<file path="src/rtl/score_display_if.sv">
// Control and display signals between the game FSM / board pins and score_display.
// master = the game side that issues requests; slave = the score_display block.
interface score_display_if #(
    parameter int NUM_DIGITS = 4
);
    logic                    ena;
    logic                    invert;
    logic                    clr;
    logic                    inc;
    logic                    dec;
    logic                    load;
    logic [4*NUM_DIGITS-1:0] load_value;
    logic                    blank_lz;
    logic                    blink;
    logic [4*NUM_DIGITS-1:0] value;
    logic                    overflow;
    logic [6:0]              segments;
    logic [NUM_DIGITS-1:0]   digits;

    modport master (
        output ena, invert, clr, inc, dec, load, load_value, blank_lz, blink,
        input  value, overflow, segments, digits
    );

    modport slave (
        input  ena, invert, clr, inc, dec, load, load_value, blank_lz, blink,
        output value, overflow, segments, digits
    );
endinterface

</file>
<file path="src/rtl/score_display.sv">
// NUM_DIGITS-wide BCD score counter driving a time-multiplexed 7-segment display
// with leading-zero blanking, blink and selectable segment/digit polarity.
module score_display #(
    parameter int NUM_DIGITS   = 4,
    parameter int REFRESH_DIV  = 16,
    parameter bit WRAP         = 1'b1,
    parameter int BLINK_FRAMES = 32
) (
    input logic         clk,
    input logic         rst_n,
    score_display_if.slave bus
);
    localparam int VW    = 4 * NUM_DIGITS;
    localparam int CNT_W = (REFRESH_DIV > 1) ? $clog2(REFRESH_DIV) : 1;
    localparam int IDX_W = $clog2(NUM_DIGITS);
    localparam int FRM_W = (BLINK_FRAMES > 1) ? $clog2(BLINK_FRAMES) : 1;
    localparam logic [CNT_W-1:0] CNT_LAST = CNT_W'(REFRESH_DIV - 1);
    localparam logic [IDX_W-1:0] IDX_LAST = IDX_W'(NUM_DIGITS - 1);
    localparam logic [FRM_W-1:0] FRM_LAST = FRM_W'(BLINK_FRAMES - 1);

    logic [VW-1:0]         value_q, value_d;
    logic                  overflow_q, overflow_d;
    logic [6:0]            segments_q, segments_d;
    logic [NUM_DIGITS-1:0] digits_q, digits_d;
    logic [CNT_W-1:0]      cnt_q, cnt_d;
    logic [IDX_W-1:0]      idx_q, idx_d;
    logic [FRM_W-1:0]      frm_q, frm_d;
    logic                  phase_q, phase_d;

    logic [VW-1:0] inc_val, dec_val;
    logic          inc_carry, dec_borrow;

    function automatic logic [6:0] seg7(input logic [3:0] d);
        case (d)
            4'd0:    seg7 = 7'b0111111;
            4'd1:    seg7 = 7'b0000110;
            4'd2:    seg7 = 7'b1011011;
            4'd3:    seg7 = 7'b1001111;
            4'd4:    seg7 = 7'b1100110;
            4'd5:    seg7 = 7'b1101101;
            4'd6:    seg7 = 7'b1111101;
            4'd7:    seg7 = 7'b0000111;
            4'd8:    seg7 = 7'b1111111;
            4'd9:    seg7 = 7'b1101111;
            default: seg7 = 7'b0000000;
        endcase
    endfunction

    // Ripple BCD add/subtract; the final carry/borrow flags the all-9s / all-0s case.
    always_comb begin
        inc_val    = value_q;
        dec_val    = value_q;
        inc_carry  = 1'b1;
        dec_borrow = 1'b1;
        for (int i = 0; i < NUM_DIGITS; i++) begin
            if (inc_carry) begin
                if (value_q[4*i +: 4] == 4'd9) begin
                    inc_val[4*i +: 4] = 4'd0;
                end else begin
                    inc_val[4*i +: 4] = value_q[4*i +: 4] + 4'd1;
                    inc_carry         = 1'b0;
                end
            end
            if (dec_borrow) begin
                if (value_q[4*i +: 4] == 4'd0) begin
                    dec_val[4*i +: 4] = 4'd9;
                end else begin
                    dec_val[4*i +: 4] = value_q[4*i +: 4] - 4'd1;
                    dec_borrow        = 1'b0;
                end
            end
        end
    end

    // NOTE: every variable assigned in always_comb gets a default first so no latch is inferred.
    always_comb begin
        value_d    = value_q;
        overflow_d = 1'b0;
        if (bus.clr) begin
            value_d = '0;
        end else if (bus.load) begin
            for (int i = 0; i < NUM_DIGITS; i++) begin
                value_d[4*i +: 4] = (bus.load_value[4*i +: 4] > 4'd9) ? 4'd9 : bus.load_value[4*i +: 4];
            end
        end else if (!(bus.inc && bus.dec)) begin
            if (bus.inc) begin
                overflow_d = inc_carry;
                value_d    = (inc_carry && !WRAP) ? value_q : inc_val;
            end else if (bus.dec) begin
                overflow_d = dec_borrow;
                value_d    = (dec_borrow && !WRAP) ? value_q : dec_val;
            end
        end
    end

    always_comb begin
        cnt_d   = cnt_q + 1'b1;
        idx_d   = idx_q;
        frm_d   = frm_q;
        phase_d = phase_q;
        if (cnt_q == CNT_LAST) begin
            cnt_d = '0;
            if (idx_q == IDX_LAST) begin
                idx_d = '0;
                if (frm_q == FRM_LAST) begin
                    frm_d   = '0;
                    phase_d = ~phase_q;
                end else begin
                    frm_d = frm_q + 1'b1;
                end
            end else begin
                idx_d = idx_q + 1'b1;
            end
        end
    end

    logic [3:0]            nib;
    logic                  zero_above, lz_blank, blank;
    logic [6:0]            seg_raw;
    logic [NUM_DIGITS-1:0] dig_raw;

    // Scan from the top digit down so zero_above tells whether all higher digits are zero.
    always_comb begin
        nib        = 4'd0;
        lz_blank   = 1'b0;
        zero_above = 1'b1;
        for (int i = NUM_DIGITS - 1; i >= 0; i--) begin
            if (IDX_W'(i) == idx_q) begin
                nib      = value_q[4*i +: 4];
                lz_blank = (i != 0) && zero_above && (value_q[4*i +: 4] == 4'd0);
            end
            zero_above = zero_above && (value_q[4*i +: 4] == 4'd0);
        end
        blank          = !bus.ena || (bus.blink && phase_q) || (bus.blank_lz && lz_blank);
        seg_raw        = blank ? 7'b0000000 : seg7(nib);
        dig_raw        = '0;
        dig_raw[idx_q] = 1'b1;
        segments_d     = bus.invert ? ~seg_raw : seg_raw;
        digits_d       = bus.invert ? ~dig_raw : dig_raw;
    end

    // NOTE: reset clears every register, including the display pins, so the board sees all-off.
    // NOTE: sequential state uses non-blocking assignments so all registers update together.
    always_ff @(posedge clk or negedge rst_n) begin
        if (!rst_n) begin
            value_q    <= '0;
            overflow_q <= 1'b0;
            segments_q <= '0;
            digits_q   <= '0;
            cnt_q      <= '0;
            idx_q      <= '0;
            frm_q      <= '0;
            phase_q    <= 1'b0;
        end else begin
            value_q    <= value_d;
            overflow_q <= overflow_d;
            segments_q <= segments_d;
            digits_q   <= digits_d;
            cnt_q      <= cnt_d;
            idx_q      <= idx_d;
            frm_q      <= frm_d;
            phase_q    <= phase_d;
        end
    end

    assign bus.value    = value_q;
    assign bus.overflow = overflow_q;
    assign bus.segments = segments_q;
    assign bus.digits   = digits_q;
endmodule

</file>
<file path="src/flat_wrapper.sv">
// flat-port wrapper written by rule: the top's interface ports become plain ports
module score_display_flat 
#(
    parameter int NUM_DIGITS   = 4,
    parameter int REFRESH_DIV  = 16,
    parameter bit WRAP         = 1'b1,
    parameter int BLINK_FRAMES = 32
)
  (clk, rst_n, bus_ena, bus_invert, bus_clr, bus_inc, bus_dec, bus_load, bus_load_value, bus_blank_lz, bus_blink, bus_value, bus_overflow, bus_segments, bus_digits);
  score_display_if #(.NUM_DIGITS(NUM_DIGITS)) bus_i ();
  input logic clk;
  input logic rst_n;
  input wire logic [$bits(bus_i.ena)-1:0] bus_ena;
  input wire logic [$bits(bus_i.invert)-1:0] bus_invert;
  input wire logic [$bits(bus_i.clr)-1:0] bus_clr;
  input wire logic [$bits(bus_i.inc)-1:0] bus_inc;
  input wire logic [$bits(bus_i.dec)-1:0] bus_dec;
  input wire logic [$bits(bus_i.load)-1:0] bus_load;
  input wire logic [$bits(bus_i.load_value)-1:0] bus_load_value;
  input wire logic [$bits(bus_i.blank_lz)-1:0] bus_blank_lz;
  input wire logic [$bits(bus_i.blink)-1:0] bus_blink;
  output wire logic [$bits(bus_i.value)-1:0] bus_value;
  output wire logic [$bits(bus_i.overflow)-1:0] bus_overflow;
  output wire logic [$bits(bus_i.segments)-1:0] bus_segments;
  output wire logic [$bits(bus_i.digits)-1:0] bus_digits;
  assign bus_i.ena = bus_ena;
  assign bus_i.invert = bus_invert;
  assign bus_i.clr = bus_clr;
  assign bus_i.inc = bus_inc;
  assign bus_i.dec = bus_dec;
  assign bus_i.load = bus_load;
  assign bus_i.load_value = bus_load_value;
  assign bus_i.blank_lz = bus_blank_lz;
  assign bus_i.blink = bus_blink;
  assign bus_value = bus_i.value;
  assign bus_overflow = bus_i.overflow;
  assign bus_segments = bus_i.segments;
  assign bus_digits = bus_i.digits;
  score_display #(.NUM_DIGITS(NUM_DIGITS), .REFRESH_DIV(REFRESH_DIV), .WRAP(WRAP), .BLINK_FRAMES(BLINK_FRAMES)) u_core (.clk(clk), .rst_n(rst_n), .bus(bus_i));
endmodule
</file>
<file path="config.mk">
export PLATFORM = sky130hd
export DESIGN_NAME = score_display_flat
export DESIGN_NICKNAME = d
export VERILOG_FILES = /design/src/rtl/score_display_if.sv /design/src/rtl/score_display.sv /design/src/flat_wrapper.sv
export SDC_FILE = /design/constraint.sdc
export NUM_CORES = 1
export LEC_CHECK = 0
export BUFFER_PORTS_ARGS = -buffer_cell sky130_fd_sc_hd__buf_2
export CELL_PAD_IN_SITES_DETAIL_PLACEMENT = 1
export CELL_PAD_IN_SITES_GLOBAL_PLACEMENT = 1
export CORE_UTILIZATION = 30
export CTS_BUF_LIST = sky130_fd_sc_hd__clkbuf_2 sky130_fd_sc_hd__clkbuf_4 sky130_fd_sc_hd__clkbuf_8
export CTS_CLUSTER_DIAMETER = 40
export DETAILED_ROUTE_END_ITERATION = 8
export GPL_TIMING_DRIVEN = 0
export PLACE_DENSITY = 0.61
export SLEW_MARGIN = 5
export SYNTH_ARGS = -nofsm -noshare
export SYNTH_HDL_FRONTEND = slang
export SYNTH_SLANG_ARGS = --single-unit
</file>
<file path="constraint.sdc">
create_clock -name clk -period 7.2 [get_ports clk]
set_clock_uncertainty 0.2 [all_clocks]
set_input_delay 1.08 -clock clk [delete_from_list [all_inputs] [get_ports clk]]
set_output_delay 1.08 -clock clk [all_outputs]
set_load 0.01 [all_outputs]
</file>
# Word level (Yosys, flattened, before mapping)
# Memory sizes are Yosys's and may differ from the RTL's.
# Cells that the tools add are included.
[totals] reg_bits=40 romBits=112 out_inout_bits=28 word_cells=128 in_bits=26 n_memories=1
[op_classes] n_lt_le_gt_ge=6 addsub=11 bitwise=3 n_reduce_logical=24 eq_ne=14 n_mux=58
[mem_list] name="(name not given)" words=16 width=7 read_ports=1 rd_clocked_by_memory_dff=0 wr=0 line_no="score_display.sv:34" source="case (d)"
[op_table] cell="4-bit two-way mux" count=24
[op_table] cell="16-bit two-way mux" count=5
[op_table] cell="1-bit two-way mux" count=24
[op_table] cell="4-bit by 1-bit adder with 4-bit output, second input constant" count=5
[op_table] cell="4-bit equality test, second input constant" count=5
[op_table] cell="4-bit > comparator, second input constant" count=4
[op_table] cell="4-bit zero test" count=4
[op_table] cell="4-bit nonzero test" count=4
[op_table] cell="4-bit by 1-bit subtractor with 4-bit output, second input constant" count=4
[op_table] cell="7-bit two-way mux" count=2
[op_table] cell="4-bit by 2-bit inequality test with 1-bit output, second input constant" count=3
[op_table] cell="4-bit AND reduction" count=3
[op_table] cell="7-bit NOT" count=1
[op_table] cell="1-bit logical AND" count=6
[op_table] cell="5-bit by 1-bit adder with 5-bit output, second input constant" count=1
[op_table] cell="5-bit equality test, second input constant" count=1
[op_table] cell="5-bit two-way mux" count=1
[op_table] cell="2-bit equality test, first input constant" count=2
[op_table] cell="4-bit NOT" count=1
[op_table] cell="2-bit AND reduction" count=2
[op_table] cell="2-bit by 3-bit less-than comparator with 1-bit output, second input constant" count=1
[op_table] cell="3-bit inequality test, second input constant" count=1
[op_table] cell="3-bit AND reduction" count=1
[op_table] cell="2-bit by 1-bit adder with 2-bit output, second input constant" count=1
[op_table] cell="9 further kinds" count=10

# Depth between registers and ports, before layout
# Gate-level depths: netlist of the first run.
[logic_depth] word_depth=10 depth_mapped=12 depth_no_buf=12

# Worst setup path after synthesis of the first run
# Ideal clock, no wire load.
[synth_path] kind="input-to-reg" startpoint="input port bus_dec" endpoint="register u_core.value_q[7] (netlist: u_core.bus.value[7])" setup_ps=132 t_arrival_ps=2206 n_path_buf=0 setup_slack_ps=4662 stages=6 required_time_ps=6868 path_cell_list="nand4b_1 a21oi_1 o21ai_0 or3_1 o21ai_0 a21oi_1"
[synth_between] elab_chain_cells=3 word_cells_on_any_way=4 cone_classes="1 x eq/ne; 3 x reduce/logical"
[synth_lines] item="start: declaration" line_no="flat_wrapper.sv:17" source="input wire logic [$bits(bus_i.dec)-1:0] bus_dec;"
[synth_lines] item="1-bit logical AND" line_no="score_display.sv:85" source="end else if (!(bus.inc && bus.dec)) begin"
[synth_lines] item="3-bit inequality test (no line)"
[synth_lines] item="4-bit AND reduction (no line) (*)"
[synth_lines] item="end signal: assignment" line_no="score_display.sv:155" source="value_q <= value_d;"
[synth_lines] item="end: declaration" line_no="score_display.sv:21" source="logic [VW-1:0] value_q, value_d;"
# Every way passes the cells marked *; elsewhere a longest branch is shown, timed or not.
# A chain may end at the register's enable or synchronous reset.

# Worst setup path in the final report of the first run
[layout_path] startpoint="input port bus_inc" endpoint="register u_core.overflow_q (netlist: u_core.bus.overflow)"
[layout_between] elab_chain_cells=4 word_cells_on_any_way=5 cone_classes="4 x mux; 1 x reduce/logical"
[layout_lines] item="start: declaration" line_no="flat_wrapper.sv:16" source="input wire logic [$bits(bus_i.inc)-1:0] bus_inc;"
[layout_lines] item="1-bit two-way mux / 1-bit logical AND (equally long branches)" line_no="score_display.sv:86, score_display.sv:85"
[layout_lines] item="1-bit two-way mux (*)" line_no="score_display.sv:85"
[layout_lines] item="1-bit two-way mux (*)" line_no="score_display.sv:81" source="end else if (bus.load) begin"
[layout_lines] item="1-bit two-way mux (*)" line_no="score_display.sv:79" source="if (bus.clr) begin"
[layout_lines] item="net u_core.overflow_d" line_no="score_display.sv:22" source="logic overflow_q, overflow_d;"
[layout_lines] item="end signal: assignment" line_no="score_display.sv:156" source="overflow_q <= overflow_d;"
[layout_lines] item="end: declaration" line_no="score_display.sv:22"
# Mark *: on every way through the listed nets, which the timed path passes. The rest lies on a longest branch.

==> run metrics, run 1 <==
outcome=completed; syn avg cell area=8.43 um^2; TritonRoute pass-1 iters=4; most common cell after layout, fill and taps aside=buf_2; Synth cell types=64; NetSw=0.254 mW; crit path time final=between 3 and 4 ns; Syn Inst Count=385; die width=about 110 um; fin crit share=0.421; Internal=0.458 mW; Power Dens Cells=between 150 and 200 mW/mm^2; Netlist Area Pre-Place=0.00325 mm^2; H-tree depth=2; final wirelength=around 9700 um; most frequent cells in the layout=buf_2 (56), dfrtp_1 (40), o21ai_0 (36); FF+latch area=roughly 0.0010 mm^2; fin area=between 0.003 and 0.004 mm^2; clock network fraction of design power=0.290; number of global-route vias before repair=~3200; crit path max fanout=10; CP cell instances=buf_2 > clkbuf_8 > clkbuf_1 > a41oi_1 > a2111oi_0; CP max-delay cell=a2111oi_0; nets in the synthesized netlist=435; Ys Warns=0; Starting DRT DRC Count=131; DR DRC count=0; Initial Utilization=0.312; Gate power share=0.332; post-place instance area=0.00368 mm^2; achievable frequency=330 MHz; area added between synthesis and finish=17.0%; Util after Layout=0.365; clock tree from TritonCTS=built; antenna violations before repair=0; Rows=37; fillers=approximately 1300; CP peak stage delay=approximately 0.8 ns; Hold Vio Cnt, Final=0; share of cells above drive strength 1=0.182; setup violators final=0; first-pass GRT wire length=16100 um; CTS max path bufs=2; net count reported at finish=approximately 500; Vias=between 3000 and 4000; total gr overflow=0; leak pwr=approximately 1.7 nW; Slew Viols, Final=0; FFs w/ async S/R, synth=1.00; Fin Setup TNS=0 ns; post-CTS sizing=0; Most used DFF post-synth=dfrtp_1; clk sinks=40; worst slew pin tran=0.941 ns; Core Footprint=between 0.01 and 0.015 mm^2; Slew HR=0.373; crit end category=flop; ant diodes=0; Reg power frac=0.377; Num CTS Buffers=5; crit path buf inv count=3; RSZ-0062 raised after global routing=no; worst path required time=slightly above 7 ns; Post-DP HPWL=between 7000 and 8000 um; # port buffers=52; DRT antenna net count=0; Seq cells post-synth=40; via/cell ratio=between 5 and 6; hold_buf cts=0; Post-synth EDFFs=0; CTS Root Cell=clkbuf_8; Seq/Total Area, Yosys=0.308; Crit path arrival time=roughly 3 ns; Multi-input gate area=around 0.0020 mm^2; IO Count=54; top cell family by delay on the critical path=compound AO/OA/AOI/OAI gates; Setup Fix Bufs, Post-CTS=0; Die Span Y=about 110 um; largest net degree at the start of global routing=41; Total GRT Usage=0.181; die area=0.0112 mm^2; RePlAce Congestion=0.820; switching portion of total power=0.357; MaxCap Viol Count=0; clk slew on worst S/H paths=0.09 ns; type of the worst setup path=in -> reg; worst skew pair latency=0.30 ns; Max VDD drop=0.000106 V; WL/cell=between 15 and 20 um; Hold Crit Class=reg -> reg; crit start category=input port
[worst paths after layout]
kind,slack (ns),to,start,cells past startpoint
worst max-delay path,4.17,u_core.bus.overflow,bus_inc,5
worst min-delay path,0.27,u_core.phase_q,u_core.phase_q,1
worst max register to register,4.29,u_core.bus.segments[0],u_core.idx_q[0],11
worst min register to register,0.27,u_core.phase_q,u_core.phase_q,1
max in group asynchronous,5.50,u_core.bus.value[9],rst_n,1
min in group asynchronous,0.72,u_core.idx_q[1],rst_n,1
[state kept, by name (all words and copies together), names as in the netlist]
register / cells
u_core.frm_q: 5
u_core.bus.overflow: 1
u_core.phase_q: 1
u_core.bus.segments: 7
u_core.idx_q: 2
u_core.bus.value: 16
u_core.bus.digits: 4
u_core.cnt_q: 4
[power groups by stage]
stage / registers [mW] / logic [mW] / clock network [mW]
6_report: 0.269 / 0.237 / 0.207
5_1_grt: 0.273 / 0.264 / 0.223
4_1_cts: 0.269 / 0.238 / 0.214
3_5_place_dp: 0.274 / 0.236 / 0
3_3_place_gp: 0.273 / 0.232 / 0
2_1_floorplan: 0.276 / 0.154 / 0
[synthesized netlist by cell type, drive strengths merged, types with 2 or more instances]
| master | number | area, um^2 |
|---|---|---|
| dfrtp | 40 | 1000 |
| o21ai | 39 | 195 |
| nand2 | 29 | 109 |
| inv | 27 | 101 |
| ha | 24 | 300 |
| nor2 | 23 | 86.3 |
| a21oi | 21 | 105 |
| nor3 | 18 | 95.1 |
| xnor2 | 14 | 123 |
| a31oi | 13 | 81.3 |
| nand3 | 11 | 55.1 |
| clkbuf | 10 | 67.6 |
| nand2b | 9 | 56.3 |
| buf | 8 | 53.8 |
| nor3b | 8 | 60.1 |
| xor2 | 8 | 70.1 |
| a211oi | 6 | 50.1 |
| and3 | 5 | 31.3 |
| nand3b | 5 | 37.5 |
| nor2b | 5 | 31.3 |
| o211ai | 4 | 30.0 |
| o31ai | 4 | 30.0 |
| a22o | 3 | 26.3 |
| a311oi | 3 | 26.3 |
| o21bai | 3 | 22.5 |
| a21boi | 2 | 15.0 |
| a221oi | 2 | 17.5 |
| a22oi | 2 | 15.0 |
| mux2 | 2 | 22.5 |
| mux2i | 2 | 20.0 |
| nand4bb | 2 | 22.5 |
| o211a | 2 | 20.0 |
| o22ai | 2 | 12.5 |
| o2bb2ai | 2 | 17.5 |
| o41ai | 2 | 17.5 |
| or2 | 2 | 12.5 |
| or3 | 2 | 12.5 |
| or3b | 2 | 22.5 |
[logic make-up (layout without fill, tap and decap cells)]
group / Yosys count / in the layout / synth area share
AO/OA/AOI/OAI: 122 / 122 / 0.243
XOR/XNOR: 22 / 22 / 0.0594
adder cells (fa/ha/maj): 24 / 24 / 0.0925
buffers and inverters: 46 / 106 / 0.0713
flip-flops: 40 / 40 / 0.308
multiplexers: 4 / 4 / 0.0131
AND/OR/NAND/NOR: 127 / 127 / 0.212
[area by class of cell]
class                           count  area share
Timing Repair Buffer               52      0.0685
Clock inverter                      2      0.0102
Tap cell                          136      0.0448
Multi-Input combinational cell    299       0.530
Buffer                             19      0.0343
Inverter                           27      0.0267
Clock buffer                        6      0.0217
Sequential cell                    40       0.264
[metal layers]
| layer | global-route usage | share of wire | up-vias |
|---|---|---|---|
| met5 | 0 | 0 | - |
| li1 | - | - | 1507 |
| met4 | 0.0526 | 0.012 | 0 |
| met1 | 0.233 | 0.47 | 1546 |
| met3 | 0.0239 | 0.031 | 7 |
| met2 | 0.315 | 0.48 | 63 |
[metrics by stage]
stage	hold WS [ns]	power [mW]	setup slack, ns	instances
CTS	0.279	0.722	4.28	581
finish	0.275	0.712	4.17	581
detailed placement	0.267	0.510	3.99	573
global placement	0.261	0.506	4.07	573
floorplan	0.243	0.430	4.66	385
global route	0.321	0.760	4.01	581
(Power assumes the default switching activity.)
==> run 2: changes to the inputs <==
PLACE_DENSITY = 0.63   (was 0.61)
clock period = 2.6 ns   (was 7.2 ns; I/O delays follow)
==> run metrics, run 2 (synthesis gave the netlist of run 1 again) <==
DRT antenna net count=0 (unchanged); die area=0.0112 mm^2 (unchanged); clk slew on worst S/H paths=0.08 ns (about the same); NetSw=0.704 mW (+180%); Slew HR=0.373 (about the same); final non-filler cell total=595 (+2.4%); antenna violations before repair=0 (unchanged); pre-CTS WS=-0.311 ns (-4.30 ns); total gr overflow=0 (unchanged); worst reg-to-reg setup slack=0.08 ns (-4.21 ns); final wirelength=9760 um (+0.14%); Post-DP HPWL=7260 um (about the same); Reg power frac=0.368 (-0.009); area added between synthesis and finish=24.6%; number of global-route vias before repair=3170 (-0.60%); net count reported at finish=508 (+2.8%); CTS max path bufs=2 (unchanged); # port buffers=52 (unchanged); Gate power share=0.354 (+0.022); IO Count=54 (unchanged); fin crit share=0.970; Inst Count DP=573 (unchanged); die width=106 um (unchanged); clk sinks=40 (unchanged); Starting DRT DRC Count=142 (+8.4%); switching portion of total power=0.349 (-0.00735); achievable frequency=between 300 and 400 MHz; Hold Vio Cnt, Final=0 (unchanged); max reg flops=16 (unchanged); Vias=3154 (+0.99%); clock network fraction of design power=0.278 (-0.012); H-tree depth=2 (unchanged); worst path required time=2.54 ns (-4.58 ns); crit start category=flop; Max VDD drop=0.000193 V (+82%); setup violators final=0 (unchanged); largest net degree at the start of global routing=41 (unchanged); CTS Root Cell=clkbuf_8; Internal=1.31 mW (+190%); first-pass GRT wire length=16100 um (-0.22%); clock tree from TritonCTS=built; Total GRT Usage=0.179 (-0.00167); Hold Crit Class=in -> async; most common cell after layout, fill and taps aside=buf_2; Fin Setup TNS=0 ns (unchanged); Rows=37 (unchanged); most frequent cells in the layout=buf_2 (54), o21ai_0 (35), dfrtp_1 (34); WL/cell=16.4 um (-2.2%); leak pwr=1.74 nW (+4.7%); Num CTS Buffers=5 (unchanged); MaxCap Viol Count=0 (unchanged); crit path time final=~2.5 ns; ant diodes=0 (unchanged); Final WS setup=0.0791 ns (-4.09 ns); outcome=completed; worst skew pair latency=0.31 ns (about the same); Crit path arrival time=2.46 ns (-0.49 ns); TritonRoute pass-1 iters=4 (unchanged); Slew Viols, Final=0 (unchanged); via/cell ratio=5.30 (-1.4%); RePlAce Congestion=0.829 (+1.1%); Die Span Y=106 um (unchanged); share of cells above drive strength 1=0.272 (+0.0903); Core Footprint=0.0104 mm^2 (unchanged); Power Dens Cells=498 mW/mm^2 (+170%); hold_buf cts=0 (unchanged); DR DRC count=0 (unchanged); worst slew pin tran=0.940 ns (-0.000528 ns); Initial Utilization=0.312 (unchanged); type of the worst setup path=reg -> reg; crit path max fanout=6 (-4); crit end category=flop
-- run 2: changes by cell type in the layout (fill, tap and decap cells not counted), moves of 3 or more --
cell / before / now
buf_4: 1 / 16
dfrtp_1: 40 / 34
dfrtp_2: 0 / 6
ha_1: 24 / 18
ha_2: 0 / 4
inv_1: 27 / 24
inv_2: 0 / 3
-- run 2: metal layers --
layer	GRT usage	up-vias	routed length, um
met4	0.0526	0	152
met2	0.305	60	4720
met5	0	-	0
met1	0.234	1549	4580
li1	-	1532	-
met3	0.0282	13	309
-- run 2: worst paths after layout --
| check | from | to | depth (start not counted) |
|---|---|---|---|
| max | u_core.bus.value[5] | u_core.bus.overflow | 7 |
| min | rst_n | u_core.frm_q[2] | 1 |
| max reg2reg | u_core.bus.value[5] | u_core.bus.overflow | 7 |
| min reg2reg | u_core.phase_q | u_core.phase_q | 1 |
| max in group asynchronous | rst_n | u_core.bus.value[5] | 1 |
| min in group clk | bus_invert | u_core.bus.segments[6] | 2 |
-- run 2: metrics by stage --
stage               utilization  total power, mW  area (um^2)  hold WS [ns]
detailed placement        0.353             1.41         3680         0.272
floorplan                     -             1.19         3250        -0.106
global route              0.388             2.15         4050        0.0751
global placement          0.353             1.40         3680         0.266
finish                    0.388             2.02         4050        0.0205
CTS                       0.372             2.00         3880        0.0600
-- run 2: timing repair --
| item | in CTS | in global routing |
|---|---|---|
| setup buffers | 3 | 11 |
| pin swaps | 1 | 6 |
| setup endpoints to repair | 16 | 17 |
| resized for setup | 14 | 26 |
-- run 2: worst max-delay path, stage by stage (launching register included) --
cell	delay, ns
dfrtp_2	0.47
inv_2	0.12
ha_1	0.22
or3b_4	0.44
nor2_1	0.09
and4_1	0.18
a41oi_1	0.04
a2111oi_1	0.59
-- run 2: final cells by class --
type / count / area, um^2
fill: 1290 / 6370
multi-input combinational: 299 / 2140
sequential: 40 / 1010
timing repair buffer: 66 / 365
tap: 136 / 170
buffer: 19 / 139
inverter: 27 / 101
clock buffer: 6 / 82.6
clock inverter: 2 / 38.8
-- run 2: power groups by stage --
stage	combinational, mW	clock, mW	sequential (mW)
after global routing	0.791	0.601	0.753
after global placement	0.641	0	0.757
after detailed placement	0.653	0	0.758
final	0.714	0.561	0.742
after CTS	0.669	0.581	0.747
after floorplan	0.425	0	0.765
